### src/rtl/unsigned_sequential_divider.sv
// unsigned_sequential_divider
// ---------------------------------------------------------------------------
// Iterative restoring divider for unsigned integers. It produces one quotient
// bit per enabled clock, so a full division takes DATA_WIDTH cycles.
//
// Handshake (valid/ready style): Start_In is accepted on a rising edge with
// Enable_In=1 while the FSM is IDLE or DONE. Busy_Out is high while the
// divider iterates. Done_Out pulses for one enabled cycle with the results.
// Start_In is ignored while busy. Operands only need to be valid on the
// accepting edge. Quotient/Remainder/Div_By_Zero are held until the next
// result overwrites them.
//
// Optional feature macro: UNSIGNED_DIVIDER_EARLY_OUT_EN
//   When defined, a divisor of zero or a divisor greater than the dividend
//   skips the iteration and finishes one cycle after the start.
//
// Ports:
//   Clk_In          clock, rising edge
//   Reset_N_In      asynchronous active-low reset
//   Enable_In       clock enable; low freezes every register
//   Start_In        division request
//   Dividend_In     unsigned dividend  [DATA_WIDTH]
//   Divisor_In      unsigned divisor   [DATA_WIDTH]
//   Busy_Out        operation in progress
//   Done_Out        one-cycle result-valid pulse
//   Quotient_Out    registered quotient  [DATA_WIDTH]
//   Remainder_Out   registered remainder [DATA_WIDTH]
//   Div_By_Zero_Out divisor was zero (valid with Done_Out, held)
//   State_Dbg_Out   FSM state for observation: 0=IDLE 1=CALC 2=DONE
module unsigned_sequential_divider #(
  parameter int DATA_WIDTH = 8
) (
  input  logic                  Clk_In,
  input  logic                  Reset_N_In,
  input  logic                  Enable_In,
  input  logic                  Start_In,
  input  logic [DATA_WIDTH-1:0] Dividend_In,
  input  logic [DATA_WIDTH-1:0] Divisor_In,
  output logic                  Busy_Out,
  output logic                  Done_Out,
  output logic [DATA_WIDTH-1:0] Quotient_Out,
  output logic [DATA_WIDTH-1:0] Remainder_Out,
  output logic                  Div_By_Zero_Out,
  output logic [1:0]            State_Dbg_Out
);

  localparam int CW = $clog2(DATA_WIDTH + 1);

  typedef enum logic [1:0] {
    IDLE = 2'd0,
    CALC = 2'd1,
    DONE = 2'd2
  } state_t;

  state_t                state;
  logic [CW-1:0]         cnt;
  logic [DATA_WIDTH-1:0] q_reg;   // dividend shifts out, quotient shifts in
  logic [DATA_WIDTH-1:0] r_reg;   // partial remainder
  logic [DATA_WIDTH-1:0] d_reg;   // latched divisor
`ifdef UNSIGNED_DIVIDER_EARLY_OUT_EN
  logic                  early_q; // current operation takes the short path
`endif

  // One restoring step. The partial remainder stays below the divisor, so the
  // shifted value fits in DATA_WIDTH+1 bits and bit DATA_WIDTH of the trial
  // difference is exactly the borrow.
  logic [DATA_WIDTH:0]   r_sh;
  logic [DATA_WIDTH:0]   trial;
  logic                  borrow;
  logic [DATA_WIDTH-1:0] r_next;
  logic [DATA_WIDTH-1:0] q_next;

  always_comb begin
    r_sh   = {r_reg, q_reg[DATA_WIDTH-1]};
    trial  = r_sh - {1'b0, d_reg};
    borrow = trial[DATA_WIDTH];
    r_next = borrow ? r_sh[DATA_WIDTH-1:0] : trial[DATA_WIDTH-1:0];
    q_next = {q_reg[DATA_WIDTH-2:0], ~borrow};
  end

  assign State_Dbg_Out = state;

  always_ff @(posedge Clk_In or negedge Reset_N_In) begin
    if (!Reset_N_In) begin
      state           <= IDLE;
      cnt             <= '0;
      q_reg           <= '0;
      r_reg           <= '0;
      d_reg           <= '0;
      Busy_Out        <= 1'b0;
      Done_Out        <= 1'b0;
      Quotient_Out    <= '0;
      Remainder_Out   <= '0;
      Div_By_Zero_Out <= 1'b0;
`ifdef UNSIGNED_DIVIDER_EARLY_OUT_EN
      early_q         <= 1'b0;
`endif
    end else if (Enable_In) begin
      case (state)
        IDLE, DONE: begin
          Done_Out <= 1'b0;
          if (Start_In) begin
            q_reg    <= Dividend_In;
            d_reg    <= Divisor_In;
            r_reg    <= '0;
            cnt      <= CW'(DATA_WIDTH);
            Busy_Out <= 1'b1;
            state    <= CALC;
`ifdef UNSIGNED_DIVIDER_EARLY_OUT_EN
            early_q  <= (Divisor_In == '0) || (Divisor_In > Dividend_In);
`endif
          end else begin
            state <= IDLE;
          end
        end

        CALC: begin
`ifdef UNSIGNED_DIVIDER_EARLY_OUT_EN
          if (early_q) begin
            // q_reg still holds the untouched dividend here.
            Quotient_Out    <= (d_reg == '0) ? '1 : '0;
            Remainder_Out   <= q_reg;
            Div_By_Zero_Out <= (d_reg == '0);
            Busy_Out        <= 1'b0;
            Done_Out        <= 1'b1;
            cnt             <= '0;
            early_q         <= 1'b0;
            state           <= DONE;
          end else begin
`else
          begin
`endif
            q_reg <= q_next;
            r_reg <= r_next;
            cnt   <= cnt - CW'(1);
            if (cnt == CW'(1)) begin
              Quotient_Out    <= q_next;
              Remainder_Out   <= r_next;
              Div_By_Zero_Out <= (d_reg == '0);
              Busy_Out        <= 1'b0;
              Done_Out        <= 1'b1;
              state           <= DONE;
            end
          end
        end

        default: begin
          state    <= IDLE;
          Busy_Out <= 1'b0;
          Done_Out <= 1'b0;
        end
      endcase
    end
  end

endmodule

### config.mk
export PLATFORM = sky130hd
export DESIGN_NAME = unsigned_sequential_divider
export DESIGN_NICKNAME = d
export VERILOG_FILES = /design/src/rtl/unsigned_sequential_divider.sv
export SDC_FILE = /design/constraint.sdc
export NUM_CORES = 1
export LEC_CHECK = 0
export BUFFER_PORTS_ARGS = -buffer_cell sky130_fd_sc_hd__buf_2
export CORE_MARGIN = 10
export CORE_UTILIZATION = 30
export CTS_CLUSTER_DIAMETER = 120
export DETAILED_ROUTE_END_ITERATION = 10
export HOLD_SLACK_MARGIN = 0.12
export MAX_ROUTING_LAYER = met4
export PLACE_DENSITY = 0.52
export SLEW_MARGIN = 20
export SYNTH_ARGS = -nofsm -noshare
export SYNTH_HDL_FRONTEND = slang
export SYNTH_SLANG_ARGS = --single-unit
### constraint.sdc
create_clock -name Clk_In -period 2.82 [get_ports Clk_In]
set_clock_uncertainty 0.1 [all_clocks]
set_input_delay 0.282 -clock Clk_In [delete_from_list [all_inputs] [get_ports Clk_In]]
set_output_delay 0.282 -clock Clk_In [all_outputs]
set_load 0.005 [all_outputs]
-- Word-level counts from Yosys, hierarchy flattened
Index checks and enable logic that the tools add are counted.
- equal/unequal tests: 5
- reductions and logical operators: 9
- muxes and demuxes: 15
- $add $sub $neg: 2
- bitwise logic cells: 1
- operators with widths (cell ; count):
    8-bit one-hot mux with 2 select lines ; 2
    8-bit 2-to-1 mux ; 3
    3-bit AND reduction ; 4
    9-bit by 8-bit subtractor with 9-bit output ; 1
    8-bit logical NOT ; 1
    4-bit one-hot mux with 2 select lines ; 1
    1-bit 2-to-1 mux ; 5
    4-bit by 1-bit equality test with 1-bit output, second input constant ; 1
    4-bit 2-to-1 mux ; 1
    2-bit != test, second input constant ; 2
    2-bit one-hot mux with 2 select lines ; 1
    4-bit by 1-bit subtractor with 4-bit output, second input constant ; 1
    2-bit by 1-bit equality test with 1-bit output, second input constant ; 1
    2-bit equality test, second input constant ; 1
    2-bit logical NOT ; 1
    2-bit 2-to-1 mux ; 1
    1-bit one-hot mux with 2 select lines ; 1
    2-bit AND reduction ; 1
    2-bit nonzero test ; 1
    2-bit OR reduction ; 1
    1-bit NOT ; 1
- output and inout bits: 21
- register bits: 49

-- Longest topological paths before layout
Gate-level depths: netlist of the first run.
- depth in word-level cells: 4
- gate-level depth with buffers: 10
- depth with buffers taken out: 9

-- Worst setup path before layout of the first run
No wires, ideal clock.
- kind: register to register
- from: register q_reg[7]
- to: register r_reg[5]
- arrival: 2.190 ns
- path slack: 0.399 ns
- stages on the path, launching flop included: 11
- data required time: 2.589 ns
- path buffers: 1
- cell sequence: dfrtp_1 > inv_1 > ha_1 > inv_1 > fa_1 > a211oi_2 > o211ai_1 > a221o_2 > buf_6 > a32oi_1 > o21ai_1
- cells in the longest elaborated chain, start to end: 3
- ends and longest elaborated chain (item ; line ; RTL):
    start: declaration ; 57 ; logic [DATA_WIDTH-1:0] q_reg;
    start signal: assignment ; 103 ; q_reg <= Dividend_In;
    start signal: assignment ; 133 ; q_reg <= q_next;
    9-bit by 8-bit subtractor with 9-bit output ; 75 ; trial = r_sh - {1'b0, d_reg};
    8-bit 2-to-1 mux ; 77 ; r_next = borrow ? r_sh[DATA_WIDTH-1:0] : trial[DATA_WIDTH-1:0];
    8-bit one-hot mux with 2 select lines ; 99 ; case (state)
    end signal: assignment ; 134 ; r_reg <= r_next;
    end: declaration ; 58 ; logic [DATA_WIDTH-1:0] r_reg;
No other way between the ends.
A chain may end at the register's enable or synchronous reset.

-- Worst setup path after layout of the first run
- from: register q_reg[7]
- to: register Remainder_Out[7]
- cells in the longest elaborated chain, start to end: 2
- ends and longest elaborated chain (item ; line ; RTL):
    9-bit by 8-bit subtractor with 9-bit output ; 75 ;
    8-bit 2-to-1 mux ; 77 ;
    end signal: assignment ; 138 ; Remainder_Out <= r_next;
    end: declaration ; 42 ; output logic [DATA_WIDTH-1:0] Remainder_Out,
No other way between the ends.

==> metrics.cfg, run 1 <==
[floorplanning]
initial_core_utilization_pct = 31.2
die_area_um2 = 12100
core-area_um2 = 7810
io-pin-count = 41
die_width_um = 110
rows = 32
chipHeight_um = 110

[worst_setup_path]
critPathBufInv = 2
timing_worst_setup_path_type = reg -> reg
worstPathCellList = inv_1 -> ha_1 -> inv_1 -> fa_1 -> a211oi_2 -> o211ai_1 -> a221o_2 -> a311o_1 -> a31oi_1
timing.critical_path.to_type = register
worst_path_largest_cell_delay_ns = 0.54
startpoint_type = register
cp_max_delay_cell = sky130_fd_sc_hd__a221o_2
cp_data_required_time_ns = 2.95
timing.reg2reg.setup_slack_ns = 0.11
worst-path-max-fanout = 7
cp_common_cell = sky130_fd_sc_hd__inv_1
top_family_by_delay_on_critical_path = compound AO/OA/AOI/OAI gates
arrival_ns = 2.83

[clocking]
clkLatencyLatePin_ns = 0.30
cts_tree = built
clock_path_buffers = 2
clkSinkCount = 48
cts-buffers-inserted = 5
clock_tree.root_cell = sky130_fd_sc_hd__clkbuf_8
clkSlewWorstSetupHoldPaths_ns = 0.10
cts.htree.levels = 2

[detailed_routing]
via_count = 1863
totalWireLength_um = 5730
detail_route.drc_violations = 0
wire_per_inst_um = 14.4
per_cell_via_count_in_the_routed_design = 4.68
first_iter_violations = 77
drt_pass1_iterations = 4
postRouteAntennaNets = 0

[pwr]
power.density_cell_area_nw_per_um2 = 1180
final_total_power_w = 0.00347
ir_drop_uv = 515
leakage_nw = 1.47

[final_layout]
drive_gt1_share_pct = 22.6
stdcell_area_um2 = 2940
nNetsFinal = 326
commonest_non_fill_non_tap_cells_in_the_layout = sky130_fd_sc_hd__nand2_1, sky130_fd_sc_hd__dfrtp_1, sky130_fd_sc_hd__buf_2, sky130_fd_sc_hd__o21ai_1, sky130_fd_sc_hd__inv_1
area.growth.synth_to_final_pct = 20.6
insertedDiodeCount = 0
most_common_cell_after_layout_fill_and_taps_aside = sky130_fd_sc_hd__nand2_1

[placed_design]
finalWeightedCongestion = 0.870
portBuffers = 40
dpl-instance-area_um2 = 2730
dp_slack_ns = 0.125
dp_hpwl_um = 4260

[grt]
grt_pass1_vias = 1911
first_pass_grt_wire_length_um = 9590
grt-ovfl-total = 0
number_of_antenna_violations_at_the_first_check_in_global_routing = 0
globalRouteTotalUtil_pct = 9.99
grt_max_degree = 31

[timing]
post_route_minimum_period_ns = 2.71
final_hold_viol_count = 0
fmaxAchievable_mhz = 369
tcrit_tclk_final_pct = 96.0
worst_slew_margin_rel_pct = 48.3
worstMarginPinSlew_ns = 0.774
report.final.slew_viol_count = 0
setup_slack_after_layout_ns = 0.112
setup_viol = 0

[synthesis]
synthArstFlopShare_pct = 100
syn-num-nets = 277
synthFlopType = sky130_fd_sc_hd__dfrtp_1
synth_edf_count = 0
yosysUniqueCellTypes = 43
synth_area_per_cell_um2 = 9.91
yosysWarningCount = 0
flip_flop_and_latch_count_after_synthesis = 48
synth_seq_area_share_pct = 49.3
synthesis.instances = 246
cell_area_after_synthesis_um2 = 2440

[run]
timing.max_cap.violations = 0

[outcome]
outcome = completed

[hold_path]
path_class_of_the_lowest_slack_min_delay_path = in -> reg

==> power by group <==
part | internal (W) | switching [W] | leakage, nW
logic | 0.000813 | 0.000938 | 0.805
registers | 0.000974 | 0.000222 | 0.608
clock network | 0.000268 | 0.000252 | 0.0548
total | 0.00205 | 0.00141 | 1.47
==> timing repair <==
item / CTS / global route
hold buffers: 8 / 0
setup endpoints to repair: 0 / 3
buffers inserted: 0 / 1
endpoints found under the hold margin: 25 / 0
resized for setup: 0 / 1
==> synth_stat cells, drive strengths merged, types with 3 or more instances <==
master | count | area (µm²)
a31oi | 3 | 18.8
nor2 | 4 | 15.0
a21oi | 4 | 20.0
buf | 4 | 35.0
o21ai | 30 | 150
mux2 | 10 | 113
ha | 10 | 125
inv | 14 | 52.6
clkbuf | 7 | 26.3
xor2 | 3 | 26.3
o211ai | 3 | 22.5
mux2i | 13 | 130
nand2 | 57 | 214
dfrtp | 48 | 1200
xnor2 | 3 | 26.3
nor2b | 3 | 18.8
nor4 | 3 | 18.8
==> cells by family (layout without fill, tap and decap cells) <==
logic type | Yosys count | after routing | share of synthesized area, %
simple gates | 80 | 80 | 14.5
xor+xnor | 6 | 6 | 2.16
fa+ha+maj | 11 | 11 | 5.95
mux | 23 | 23 | 9.95
compound gates | 53 | 54 | 13.5
flops | 48 | 48 | 49.3
buf+inv | 25 | 74 | 4.67
==> routing by layer <==
layer	vias up	GRT usage, %	wire [µm]
li1	945	-	-
met1	873	13.6	2920
met2	39	14.6	2500
met3	6	2.61	263
met4	0	2.29	44
met5	-	-	0
==> worst register-to-register path, stage by stage (launching register included) <==
cell and delay, ns:
sky130_fd_sc_hd__dfrtp_1 0.38, sky130_fd_sc_hd__inv_1 0.07, sky130_fd_sc_hd__ha_1 0.16, sky130_fd_sc_hd__inv_1 0.05, sky130_fd_sc_hd__fa_1 0.40, sky130_fd_sc_hd__a211oi_2 0.30
sky130_fd_sc_hd__o211ai_1 0.15, sky130_fd_sc_hd__a221o_2 0.54, sky130_fd_sc_hd__a311o_1 0.32, sky130_fd_sc_hd__a31oi_1 0.16
==> worst paths after layout <==
| path | start | end | cells past startpoint |
|---|---|---|---|
| max reg2reg | q_reg[7] | Remainder_Out[7] | 9 |
| min in group asynchronous | Reset_N_In | Remainder_Out[1] | 2 |
| min | Divisor_In[5] | d_reg[5] | 2 |
| min reg2reg | Quotient_Out[6] | Quotient_Out[6] | 2 |
| max in group asynchronous | Reset_N_In | State_Dbg_Out[1] | 3 |
| max | q_reg[7] | Remainder_Out[7] | 9 |
==> layout make-up <==
class / instances / area [µm²]
clock buffers: 5 / 68.8
flip-flops and latches: 48 / 1200
multi-input cells: 174 / 1130
clock inverters: 3 / 46.3
fillers: 804 / 4870
inverters: 14 / 52.6
repair buffers: 52 / 310
well taps: 102 / 128
==> through the flow <==
stage | setup TNS [ns] | hold WS, ns | cells | util, %
2_1_floorplan | 0 | -0.114 | 246 | -
3_3_place_gp | 0 | 0.148 | 380 | 34.9
3_5_place_dp | 0 | 0.143 | 380 | 34.9
4_1_cts | 0 | 0.124 | 396 | 37.4
5_1_grt | -0.00342 | 0.129 | 398 | 37.7
6_report | 0 | 0.126 | 398 | 37.7
No activity file was read; power rests on OpenSTA's default activity.
==> run 2, diff against run 1 <==
--- a/config.mk
+++ b/config.mk
@@ -11,7 +11,6 @@
 export CTS_CLUSTER_DIAMETER = 120
 export DETAILED_ROUTE_END_ITERATION = 10
 export HOLD_SLACK_MARGIN = 0.12
-export MAX_ROUTING_LAYER = met4
 export PLACE_DENSITY = 0.52
 export SLEW_MARGIN = 20
 export SYNTH_ARGS = -nofsm -noshare
==> run 2 against run 1 <==
  * Cell count unchanged
  * Highest routed layer unchanged
  * Critical path depth unchanged
  * Critical path type unchanged
  * Combinational power about the same
  * Hold slack got worse by 0.0011 ns
==> metrics.cfg, run 2 (synthesis results as in run 1) <==
[outcome]
outcome = completed

[timing]
final_hold_viol_count = 0  ; unchanged
worstMarginPinSlew_ns = 0.775  ; +0.00112 ns
report.final.slew_viol_count = 0  ; unchanged
post_route_minimum_period_ns = 2.71  ; +0.00162 ns
setup_viol = 0  ; unchanged
fmaxAchievable_mhz = 369  ; about the same
tcrit_tclk_final_pct = 96.1  ; about the same
worst_slew_margin_rel_pct = 48.2  ; -0.075 points

[floorplanning]
initial_core_utilization_pct = 31.2  ; unchanged
die_width_um = 110  ; unchanged
chipHeight_um = 110  ; unchanged
core-area_um2 = 7810  ; unchanged
io-pin-count = 41  ; unchanged
rows = 32  ; unchanged
die_area_um2 = 12100  ; unchanged

[run]
timing.max_cap.violations = 0  ; unchanged

[placed_design]
dp_hpwl_um = 4260  ; unchanged
finalWeightedCongestion = 0.856  ; -1.6%
placed_cells = 380  ; unchanged
dpl-instance-area_um2 = 2730  ; unchanged
portBuffers = 40  ; unchanged

[worst_setup_path]
worst-path-max-fanout = 7  ; unchanged
timing.critical_path.to_type = register
timing_worst_setup_path_type = reg -> reg
startpoint_type = register
arrival_ns = 2.83  ; about the same
cp_data_required_time_ns = 2.94  ; about the same

[grt]
first_pass_grt_wire_length_um = 9560  ; -0.36%
grt-ovfl-total = 0  ; unchanged
grt_pass1_vias = 1923  ; +0.63%
number_of_antenna_violations_at_the_first_check_in_global_routing = 0  ; unchanged
globalRouteTotalUtil_pct = 9.67  ; -0.32 points
grt_max_degree = 31  ; unchanged

[detailed_routing]
drt_pass1_iterations = 4  ; unchanged
wire_per_inst_um = 14.3  ; -0.85%
totalWireLength_um = 5680  ; -0.85%
via_count = 1866  ; +0.16%
detail_route.drc_violations = 0  ; unchanged
postRouteAntennaNets = 0  ; unchanged
per_cell_via_count_in_the_routed_design = 4.69  ; +0.16%
first_iter_violations = 87  ; +13%

[final_layout]
insertedDiodeCount = 0  ; unchanged
area.growth.synth_to_final_pct = 20.6  ; unchanged
fill_cells = 804  ; unchanged
nNetsFinal = 326  ; unchanged
drive_gt1_share_pct = 22.6  ; unchanged
instances_no_fill = 398  ; unchanged
stdcell_area_um2 = 2940  ; unchanged
most_common_cell_after_layout_fill_and_taps_aside = sky130_fd_sc_hd__nand2_1
commonest_non_fill_non_tap_cells_in_the_layout = sky130_fd_sc_hd__nand2_1, sky130_fd_sc_hd__dfrtp_1, sky130_fd_sc_hd__buf_2, sky130_fd_sc_hd__o21ai_1, sky130_fd_sc_hd__inv_1

[pwr]
power.density_cell_area_nw_per_um2 = 1180  ; about the same
ir_drop_uv = 514  ; -0.21%
leakage_nw = 1.47  ; unchanged
final_total_power_w = 0.00346  ; about the same

[clocking]
clock_path_buffers = 2  ; unchanged
cts.htree.levels = 2  ; unchanged
clkSinkCount = 48  ; unchanged
clock_tree.root_cell = sky130_fd_sc_hd__clkbuf_8
clkLatencyLatePin_ns = 0.30  ; about the same
clkSlewWorstSetupHoldPaths_ns = 0.10  ; about the same
cts-buffers-inserted = 5  ; unchanged
cts_tree = built

[hold_path]
path_class_of_the_lowest_slack_min_delay_path = in -> reg

run 2: cell counts in the layout (fill, tap and decap cells not counted):
No cell type changed its count.
run 2: worst max-delay path: stages (launching register included):
cell and delay [ns]:
sky130_fd_sc_hd__dfrtp_1 0.38, sky130_fd_sc_hd__inv_1 0.07, sky130_fd_sc_hd__ha_1 0.16, sky130_fd_sc_hd__inv_1 0.05, sky130_fd_sc_hd__fa_1 0.40, sky130_fd_sc_hd__a211oi_2 0.30, sky130_fd_sc_hd__o211ai_1 0.15, sky130_fd_sc_hd__a221o_2 0.54
sky130_fd_sc_hd__a311o_1 0.32, sky130_fd_sc_hd__a31oi_1 0.16
run 2: final timing paths:
path	start	end	slack [ns]	depth (start not counted)
setup / recovery	q_reg[7]	Remainder_Out[7]	0.11	9
hold / removal	Divisor_In[5]	d_reg[5]	0.12	2
setup reg to reg	q_reg[7]	Remainder_Out[7]	0.11	9
hold reg to reg	Quotient_Out[6]	Quotient_Out[6]	0.38	2
max in group asynchronous	Reset_N_In	State_Dbg_Out[1]	1.53	3
min in group asynchronous	Reset_N_In	Remainder_Out[1]	0.35	2
run 2: layout make-up:
| cell class | count | area (µm²) | area share (%) |
|---|---|---|---|
| sequential | 48 | 1200 | 40.9 |
| inverter | 14 | 52.6 | 1.79 |
| tap | 102 | 128 | 4.34 |
| multi-input combinational | 174 | 1130 | 38.6 |
| clock inverter | 3 | 46.3 | 1.57 |
| clock buffer | 5 | 68.8 | 2.34 |
| timing repair buffer | 52 | 310 | 10.6 |
run 2: where the power goes:
part | internal [W] | total, W | switching [W]
Combinational | 0.000813 | 0.00175 | 0.000938
Clock | 0.000268 | 0.000518 | 0.000251
Sequential | 0.000974 | 0.00120 | 0.000223
Total | 0.00205 | 0.00346 | 0.00141
run 2: what timing repair did:
| action | CTS | global route |
|---|---|---|
| buffers inserted | 0 | 1 |
| hold endpoints to repair | 25 | 0 |
| endpoints found under the setup margin | 0 | 3 |
| hold buffers | 8 | 0 |
| resized for setup | 0 | 1 |
run 2: layer usage:
| metal | vias up | part of all wire (%) | global-route usage (%) |
|---|---|---|---|
| li1 | 946 | - | - |
| met1 | 882 | 50 | 13.2 |
| met2 | 34 | 44 | 14.6 |
| met3 | 4 | 5.2 | 3.02 |
| met4 | 0 | 0.81 | 2.29 |
| met5 | - | 0 | 0 |
run 2: through the flow:
stage | setup WS, ns | hold slack, ns | setup TNS (ns) | util (%)
after floorplan | 0.399 | -0.114 | 0 | -
after global placement | 0.174 | 0.148 | 0 | 34.9
after detailed placement | 0.125 | 0.143 | 0 | 34.9
after CTS | 0.127 | 0.124 | 0 | 37.4
after global routing | -0.00515 | 0.129 | -0.00515 | 37.7
final | 0.110 | 0.125 | 0 | 37.7
